[src/rtl/garage.sv]
// Garage door controller: one push-button request opens or closes the door, and the limit switches stop it.
// Latency: a request moves the state on the edge that samples it; limit switches cut the motor combinationally.
// Backpressure: none. Requests that arrive while the door is moving, or while both limit sensors are active, are dropped.
//
// Ports:
//    clk     in   single rising-edge clock
//    reset   in   synchronous, active-high reset
//    active  in   push-button / remote request (level; only its rising edge counts)
//    up_max  in   upper limit sensor, 1 = door fully open
//    dn_max  in   lower limit sensor, 1 = door fully closed
//    up_m    out  motor drive, raise door
//    dn_m    out  motor drive, lower door
module garage (
   input  logic clk,
   input  logic reset,
   input  logic active,
   input  logic up_max,
   input  logic dn_max,
   output logic up_m,
   output logic dn_m
);

   typedef enum logic [1:0] {
      IDLE  = 2'b00,
      MV_UP = 2'b01,
      MV_DN = 2'b10
   } state_t;

   state_t state_q;
   logic   active_q;
   logic   act_req;
   logic   sensor_fault;

   // A level held high produces one request only.
   assign act_req      = active & ~active_q;
   // Both limits active at once is physically impossible, so the sensors are not trusted.
   assign sensor_fault = up_max & dn_max;

   always_ff @(posedge clk) begin
      if (reset) begin
         state_q  <= IDLE;
         active_q <= 1'b0;
      end else begin
         active_q <= active;
         case (state_q)
            IDLE: begin
               if (act_req && !sensor_fault) begin
                  // Door at the top goes down. Otherwise it goes up: either it is
                  // closed, or it is somewhere in mid-travel.
                  if (up_max) begin
                     state_q <= MV_DN;
                  end else begin
                     state_q <= MV_UP;
                  end
               end
            end
            MV_UP: begin
               if (up_max) begin
                  state_q <= IDLE;
               end
            end
            MV_DN: begin
               if (dn_max) begin
                  state_q <= IDLE;
               end
            end
            default: begin
               state_q <= IDLE;
            end
         endcase
      end
   end

   // The motor outputs are decoded combinationally, so a limit switch stops the
   // motor in the same cycle. Unused encodings decode to both motors off.
   // MV_UP and MV_DN are separate states, so the two motors can never run
   // together.
   assign up_m = (state_q == MV_UP) & ~up_max;
   assign dn_m = (state_q == MV_DN) & ~dn_max;

endmodule

[config.mk]
export PLATFORM = sky130hd
export DESIGN_NAME = garage
export DESIGN_NICKNAME = d
export VERILOG_FILES = /design/src/rtl/garage.sv
export SDC_FILE = /design/constraint.sdc
export NUM_CORES = 1
export LEC_CHECK = 0
export ABC_AREA = 1
export BUFFER_PORTS_ARGS = -buffer_cell sky130_fd_sc_hd__buf_2
export CAP_MARGIN = 20
export CORE_AREA = 2 2 39 41
export CTS_BUF_LIST = sky130_fd_sc_hd__clkbuf_16
export CTS_CLUSTER_DIAMETER = 120
export DETAILED_ROUTE_END_ITERATION = 10
export DIE_AREA = 0 0 41 43
export REMOVE_ABC_BUFFERS = 1
export SYNTH_ARGS = -nofsm -noshare
export SYNTH_HDL_FRONTEND = slang
export SYNTH_SLANG_ARGS = --single-unit
[constraint.sdc]
create_clock -name clk -period 1.2 [get_ports clk]
set_input_delay 0.12 -clock clk [delete_from_list [all_inputs] [get_ports clk]]
set_output_delay 0.12 -clock clk [all_outputs]
set_load 0.1 [all_outputs]
; Yosys cells after proc, flatten, opt, wreduce, memory -nomap -nowiden
; Index checks and enable logic that the tools add are counted.
; W data, S select, Z words.
[classes]
bitwise_logic = 7
eq_ne = 5
n_reduce_logical = 4
n_mux = 5
[ops]
columns = op, count
row1 = $mux W2, 4
row2 = $ne A2 B2 Y1 const B, 3
row3 = $pmux W2 S3, 1
row4 = $and A1 B1 Y1, 4
row5 = $not A1 Y1, 3
row6 = $reduce_and A3 Y1, 1
row7 = $eq A2 B1 Y1 const B, 1
row8 = $eq A2 B2 Y1 const B, 1
row9 = $logic_not A2 Y1, 1
row10 = $logic_and A1 B1 Y1, 1
row11 = $logic_not A1 Y1, 1
[word_totals]
in_bits = 5
regBits = 3

; Depth between registers and ports, before layout
; Gate-level depths: netlist of run 1.
[logic_depth]
depth_word = 5
mapped_depth = 8
ltp_nobuf = 8

; Worst setup path before layout of run 1
; OpenSTA, ideal clock, no wires.
[synth_timing]
path_kind = register -> output
startpoint = reg state_q[1]
endpoint = out dn_m
t_required_ns = 1.080
slack_ns = 0.004
stages_incl_launch_ff = 3
arrival_ns = 1.076
path_cell_list = dfxtp_1 > nand3_2 > inv_1
[synth_between]
elab_chain_len = 2
[synth_rtl]
columns = element, line
row1 = start: declaration, 29  ; state_t state_q;
row2 = start signal: assignment, 41  ; state_q <= IDLE;
row3 = start signal: assignment, 51  ; state_q <= MV_DN;
row4 = start signal: assignment, 53  ; state_q <= MV_UP;
row5 = $eq A2 B2 Y1, 79  ; assign dn_m = (state_q == MV_DN) & ~dn_max;
row6 = $and A1 B1 Y1, 79
row7 = end: declaration, 20  ; output logic dn_m
; No other way between the ends.

; Worst setup path after layout of run 1
[layout_timing]
startpoint = reg state_q[0]
endpoint = out dn_m
; Same word-level chain as after synthesis.

==> results.md, run 1 <==
- Post-synthesis register bit count: 3
- Pwr dens: 3169 nW/µm²
- CTS buffer count: 3
- Largest net degree at the start of global routing: 5
- Starting DRT DRC Count: 3
- Max Cap Violations: 0
- Core Box Area: 1384 µm²
- WL/cell: 6.862 µm
- Clock skew: 0.001647 ns
- Die Wd: 41 µm
- Fin Hold WS: 0.08750 ns
- TritonRoute pass-1 iters: 2
- Worst setup EP type: primary output
- Site Rows: 14
- GRT overflow: 0
- Diodes inserted: 0
- # H-tree levels: 1
- Vias/cell: 3.466
- Status: completed
- First-pass GRT wire length: 731 µm
- Clk pwr share: 46.2%
- Commonest non-fill, non-tap cells in the layout: inv_1, nand2_1, nor2_1, buf_2
- Worst-Margin Slew: 0.1418 ns
- Synth Instances: 32
- Number of port buffers: 6
- Hold Vio Cnt, Final: 0
- Internal power: 0.7262 mW
- Net Switching: 0.4076 mW
- Routed Antenna Nets: 0
- RSZ-0062 raised after global routing: false
- R2r endpoint: state_q[0]
- Layout cells sized above 1: 40.48%
- CTS tree: built
- Worst-path fanout max: 3
- Reg power frac: 15.5%
- Sequential fraction of the synthesis area: 30.38%
- Pre-CTS setup slack: 0.2852 ns
- Clock slew at reported path FFs: 0.03 ns
- Clk_lat worst skew: 0.22 ns
- Layout Nets: 48
- CP startpoint kind: flop
- Worst path required time: 1.08 ns
- Clock Tree Buf Depth: 2
- Initial antenna violation count: 0
- Final min period: 1.096 ns
- Hold Startpoint: reset
- DRT Wirelength: 398 µm
- Via count: 201
- Synth Warn #: 0
- Chip height: 43 µm
- Final Setup Violations: 0
- Syn Area/Cell: 6.178 µm²
- Worst Path Arrival: 0.98 ns
- I/O Pins: 7
- Final GP Congestion: 0.6734
- Die Area: 1763 µm²
- Combinational share of power: 38.3%
- Final WS setup: 0.1040 ns
- Hold Crit Class: input port to flop
- Net Sw Frac: 35.95%
- Max rail drop VDD: 0.9975 mV
- Setup TNS: 0 ns
- Max-slew violation count: 0
- Synthesized area: 197.7 µm²
- Layout area overhead: 81.01%
- Hold Path End: active_q
- Tot GR Track Use: 6.907%
- Kind of critical path: flop to primary output
- DRC viols: 0
- CTS Root Cell: clkbuf_16
- Initial Util: 14.29%
- Post-synth cell types: 10
- Max Clk Rate: 912.4 MHz
- Post-CTS setup buffers: 0
- Hold depth: 2
- Clock sinks: 3
- Share of the clock period used by the worst path: 91.33%
- Reg2reg start: state_q[0]
- Reg2Reg Depth: 7
- Leak Pwr: 0.2050 nW
- Vias in the first global route: 205
- R2R setup slack: 0.29 ns
- Slew Limit Headroom: 90.53%
- Most common cell after layout, fill and taps aside: inv_1
==> sequential cells by signal, indices dropped and copies added (netlist names) <==
name and cells:
active_q 1, state_q 2
==> area by class of cell <==
type                       count  area, µm²
fill                         162       1026
multi-input combinational     19      100.1
clock buffer                   3      75.07
sequential                     3      61.31
timing repair buffer           6      60.06
inverter                      10      37.54
tap                           16      20.02
clock inverter                 1      3.754
==> worst max-delay path by stage <==
stage	startpoint	to	slack (ns)	cells past startpoint
after floorplan	state_q[1]	dn_m	0.004	2
after global placement	state_q[0]	state_q[0]	0.28	7
after detailed placement	state_q[0]	state_q[0]	0.29	7
after CTS	state_q[1]	dn_m	0.06	3
after global routing	state_q[0]	dn_m	0.03	4
final	state_q[0]	dn_m	0.10	4
==> worst max-delay path, stage by stage (launching register included) <==
cell and delay, ns:
dfxtp_1 0.32, inv_1 0.07, nand3_2 0.08, inv_1 0.10, buf_12 0.18
==> routing by layer <==
layer	global-route usage (%)	vias up	wire (µm)
met2	9.375	6	190
li1	-	110	-
met3	3.141	2	26
met5	0	-	0
met4	8.000	0	16
met1	6.688	83	164
==> through the flow <==
step / utilization (%) / cells / power [mW] / area (µm²)
after floorplan: - / 32 / 0.4936 / 197.7
after global placement: 20.07 / 54 / 0.6040 / 277.8
after detailed placement: 20.07 / 54 / 0.6065 / 277.8
after CTS: 25.77 / 58 / 1.143 / 356.6
after global routing: 25.86 / 58 / 1.211 / 357.8
final: 25.86 / 58 / 1.134 / 357.8
==> cell usage after synthesis <==
cell     count  area [µm²]
nor2_2       1       6.260
nor2_1       4       15.01
inv_1        9       33.78
dfxtp_1      3       60.06
nand2_1      7       26.28
a21oi_1      1       5.000
nand3_1      1       5.000
nand2_2      2       12.51
nand3_2      3       30.03
inv_2        1       3.750
==> cells by family after synthesis <==
kind of cell    Yosys count  synth area share [%]
simple gates             18                 48.10
compound gates            1                 2.529
flops                     3                 30.38
buf+inv                  10                 18.98
==> power groups by stage <==
stage / logic [mW] / clock network, mW / registers [mW]
after floorplan: 0.327 / 0 / 0.167
after global placement: 0.433 / 0 / 0.171
after detailed placement: 0.434 / 0 / 0.172
after CTS: 0.436 / 0.537 / 0.171
after global routing: 0.485 / 0.545 / 0.181
final: 0.435 / 0.524 / 0.176
==> timing repair <==
item	4_1_cts	5_1_grt
setup endpoints to repair	0	1
hold buffers	0	0
gates resized for setup	0	1
(Power assumes the default switching activity.)
==> run 2: changes to the inputs <==
--- a/config.mk
+++ b/config.mk
@@ -5,11 +5,10 @@
 export SDC_FILE = /design/constraint.sdc
 export NUM_CORES = 1
 export LEC_CHECK = 0
-export ABC_AREA = 1
 export BUFFER_PORTS_ARGS = -buffer_cell sky130_fd_sc_hd__buf_2
 export CAP_MARGIN = 20
 export CORE_AREA = 2 2 39 41
-export CTS_BUF_LIST = sky130_fd_sc_hd__clkbuf_16
+export CTS_BUF_LIST = sky130_fd_sc_hd__clkbuf_4
 export CTS_CLUSTER_DIAMETER = 120
 export DETAILED_ROUTE_END_ITERATION = 10
 export DIE_AREA = 0 0 41 43
==> run 2 against run 1 <==
Against the previous run:
- die area unchanged
- non-clock buffer count up 1
- highest routed layer is now met3
- global-route usage down 2.0 points
- sequential share of layout area up 7.3 points
- sequential power down 39%
- worst setup slack worse by 0.058 ns
- critical path depth down 1
- clock skew down 0.00066 ns
- largest power group unchanged
==> results.md, run 2 <==
- Yosys top cell by area: dfxtp_1
- Final GP Congestion: 0.5395 (-20%)
- Clock Tree Buf Depth: 2 (unchanged)
- Hold Vio Cnt, Final: 0 (unchanged)
- Worst-Margin Slew: 0.2388 ns (+0.09696 ns)
- Vias in the first global route: 155 (-24%)
- DRC viols: 0 (unchanged)
- Top-area cell type share of the netlist area: 47.52% (+17 points)
- Max rail drop VDD: 0.2192 mV (-78%)
- Pwr dens: 1263 nW/µm² (-60%)
- Die Wd: 41 µm (unchanged)
- CP Depth: 3 (-1)
- Clock slew at reported path FFs: 0.03 ns (about the same)
- Site Rows: 14 (unchanged)
- Syn Area/Cell: 10.53 µm² (+70%)
- Leak Pwr: 0.1014 nW (-51%)
- Final min period: 1.154 ns (+0.05800 ns)
- Share of the clock period used by the worst path: 96.17% (+4.8 points)
- Design area: 276.5 µm² (-23%)
- I/O Pins: 7 (unchanged)
- Net Switching: 0.07879 mW (-81%)
- Slew Limit Headroom: 84.05% (-6.5 points)
- Layout Nets: 29 (-40%)
- Final Setup Violations: 0 (unchanged)
- Hold Path End: state_q[1]
- Largest net degree at the start of global routing: 5 (unchanged)
- Synth top area cells: dfxtp_1, a2111oi_2, nor3_1
- DRT Wirelength: 292 µm (-27%)
- Worst-path fanout max: 3 (unchanged)
- Placed Instance Area: 206.4 µm² (-26%)
- Initial Util: 9.132% (-5.2 points)
- Max Cap Violations: 0 (unchanged)
- Synth Warn #: 0 (unchanged)
- Max FFs per register: 2 (unchanged)
- Clock skew: 0.0009918 ns (-0.0006551 ns)
- Clk_lat worst skew: 0.23 ns (about the same)
- Post-synthesis register bit count: 3 (unchanged)
- FF/Latch Area: 67.56 µm² (+10%)
- TritonRoute pass-1 iters: 1 (-1)
- Clock sinks: 3 (unchanged)
- # H-tree levels: 1 (unchanged)
- Starting DRT DRC Count: 0 (-3)
- Number of port buffers: 6 (unchanged)
- Met2 global-route usage: 6.563% (-2.8 points)
- Tot GR Track Use: 4.915% (-2.0 points)
- Core Util, Final: 19.98% (-5.9 points)
- CP startpoint kind: flop
- Fraction of registers with async set/reset: 0% (unchanged)
- Routed Antenna Nets: 0 (unchanged)
- Critical path cell sequence: inv_4, nor3_4, buf_12
- WL/cell: 7.487 µm (+9.1%)
- Layout area overhead: 118.8%
- RSZ-0062 raised after global routing: true
- Post-synth cell types: 9 (-1)
- CTS Hold Buffers Added: 0 (unchanged)
- Core Box Area: 1384 µm² (unchanged)
- CTS tree: built
- R2R setup slack: 0.29 ns (about the same)
- Reg2reg start: active_q
- Status: completed
- GR Layer Usage met3: 3.141% (unchanged)
- Fill cells: 156 (-3.7%)
- Reg power frac: 30.7% (+15 points)
- Placed instance count: 34 (-37%)
- Primary FF master, synth: dfxtp_1
- Fin Hold WS: 0.09535 ns (+0.007849 ns)
- Setup TNS: 0 ns (unchanged)
- Chip height: 43 µm (unchanged)
- Die Area: 1763 µm² (unchanged)
- Layout cells sized above 1: 78.26% (+38 points)
- Internal power: 0.2705 mW (-63%)
- Vias/cell: 3.282 (-5.3%)
- Hold Startpoint: reset
- Net Sw Frac: 22.56% (-13 points)
- EDFF count, synth: 0 (unchanged)
- Area of the multi-input gates: 85.08 µm² (-15%)
- Hold Crit Class: input port to flop
- Diodes inserted: 0 (unchanged)
- Worst path slowest cell: dfxtp_4
- Max Clk Rate: 866.6 MHz (-5.0%)
- Largest stage delay on the critical path: 0.37 ns (+0.05 ns)
- Most Crowded Layer GR: met4
- Initial antenna violation count: 0 (unchanged)
- Top Registers: state_q x2, active_q x1
- GRT overflow: 0 (unchanged)
- Reg2Reg Depth: 2 (-5)
- Commonest non-fill, non-tap cells in the layout: clkbuf_4, buf_2, buf_12, dfxtp_4
- Bufs and invs on worst path: 2 (-1)
- Synth Instances: 12 (-63%)
- Combinational share of power: 13.0% (-25 points)
- First-pass GRT wire length: 483 µm (-34%)
- R2r endpoint: state_q[1]
- CTS Root Cell: clkbuf_4
- Count leader, synth: dfxtp_1
- Worst setup EP type: primary output
- Max-slew violation count: 0 (unchanged)
- M1 GR Usage: 3.205% (-3.5 points)
- Worst path required time: 1.08 ns (about the same)
- Synthesized area: 126.4 µm² (-36%)
- Commonest cells in the netlist: dfxtp_1, nor3_1
- Clk pwr share: 56.3% (+10 points)
- Kind of critical path: flop to primary output
- Post-route non-filler standard cell count: 39 (-33%)
- Hold depth: 2 (unchanged)
- Worst Path Arrival: 1.03 ns (+0.05 ns)
- Via count: 128 (-36%)
- Top reg by flops: state_q
- CTS buffer count: 3 (unchanged)
- Crit-path leading delay family: flip-flops
- Sequential fraction of the synthesis area: 47.52% (+17 points)
-- run 2: cell count changes after synthesis, moves of 2 or more --
cell,previous run,this run
nand3_2,3,0
nand2_1,7,0
nor2_1,4,0
inv_1,9,1
nand2_2,2,0
nor3_1,0,2
-- run 2: worst max-delay path by stage --
| stage | from | to |
|---|---|---|
| 2_1_floorplan | state_q[0] | up_m |
| 3_3_place_gp | state_q[1] | dn_m |
| 6_report | state_q[1] | dn_m |
| 3_5_place_dp | state_q[1] | dn_m |
| 4_1_cts | state_q[0] | up_m |
| 5_1_grt | state_q[1] | dn_m |
-- run 2: cell type report --
type | instances | area share (%)
sequential | 3 | 24.43
timing repair buffer | 7 | 24.43
inverter | 1 | 2.262
multi-input combinational | 8 | 30.77
clock buffer | 4 | 10.86
tap | 16 | 7.240
-- run 2: power by group through the flow --
stage | clock [mW] | sequential [mW] | combinational, mW
4_1_cts | 0.209 | 0.108 | 0.0411
2_1_floorplan | 0 | 0.109 | 0.0217
6_report | 0.197 | 0.107 | 0.0454
3_3_place_gp | 0 | 0.109 | 0.0394
5_1_grt | 0.215 | 0.108 | 0.0488
3_5_place_dp | 0 | 0.109 | 0.0398
-- run 2: what timing repair did --
item	CTS	global route
endpoints found under the setup margin	2	2
pin swaps	1	1
resized for setup	2	8
setup buffers	0	1
-- run 2: cell families after synthesis --
family,synth area share (%)
buf+inv,2.967
flops,47.53
compound gates,17.82
simple gates,31.69
-- run 2: stage by stage --
stage / power, mW / setup WS (ns)
floorplan: 0.1303 / -1.504
global placement: 0.1485 / 0.1381
detailed placement: 0.1490 / 0.1243
CTS: 0.3578 / -0.02213
global route: 0.3718 / -0.01306
finish: 0.3492 / 0.04601
-- run 2: metal layers --
| layer | up-vias | share of wire [%] |
|---|---|---|
| met1 | 58 | 29 |
| met2 | 5 | 57 |
| met5 | - | 0 |
| li1 | 65 | - |
| met4 | 0 | 0 |
| met3 | 0 | 14 |
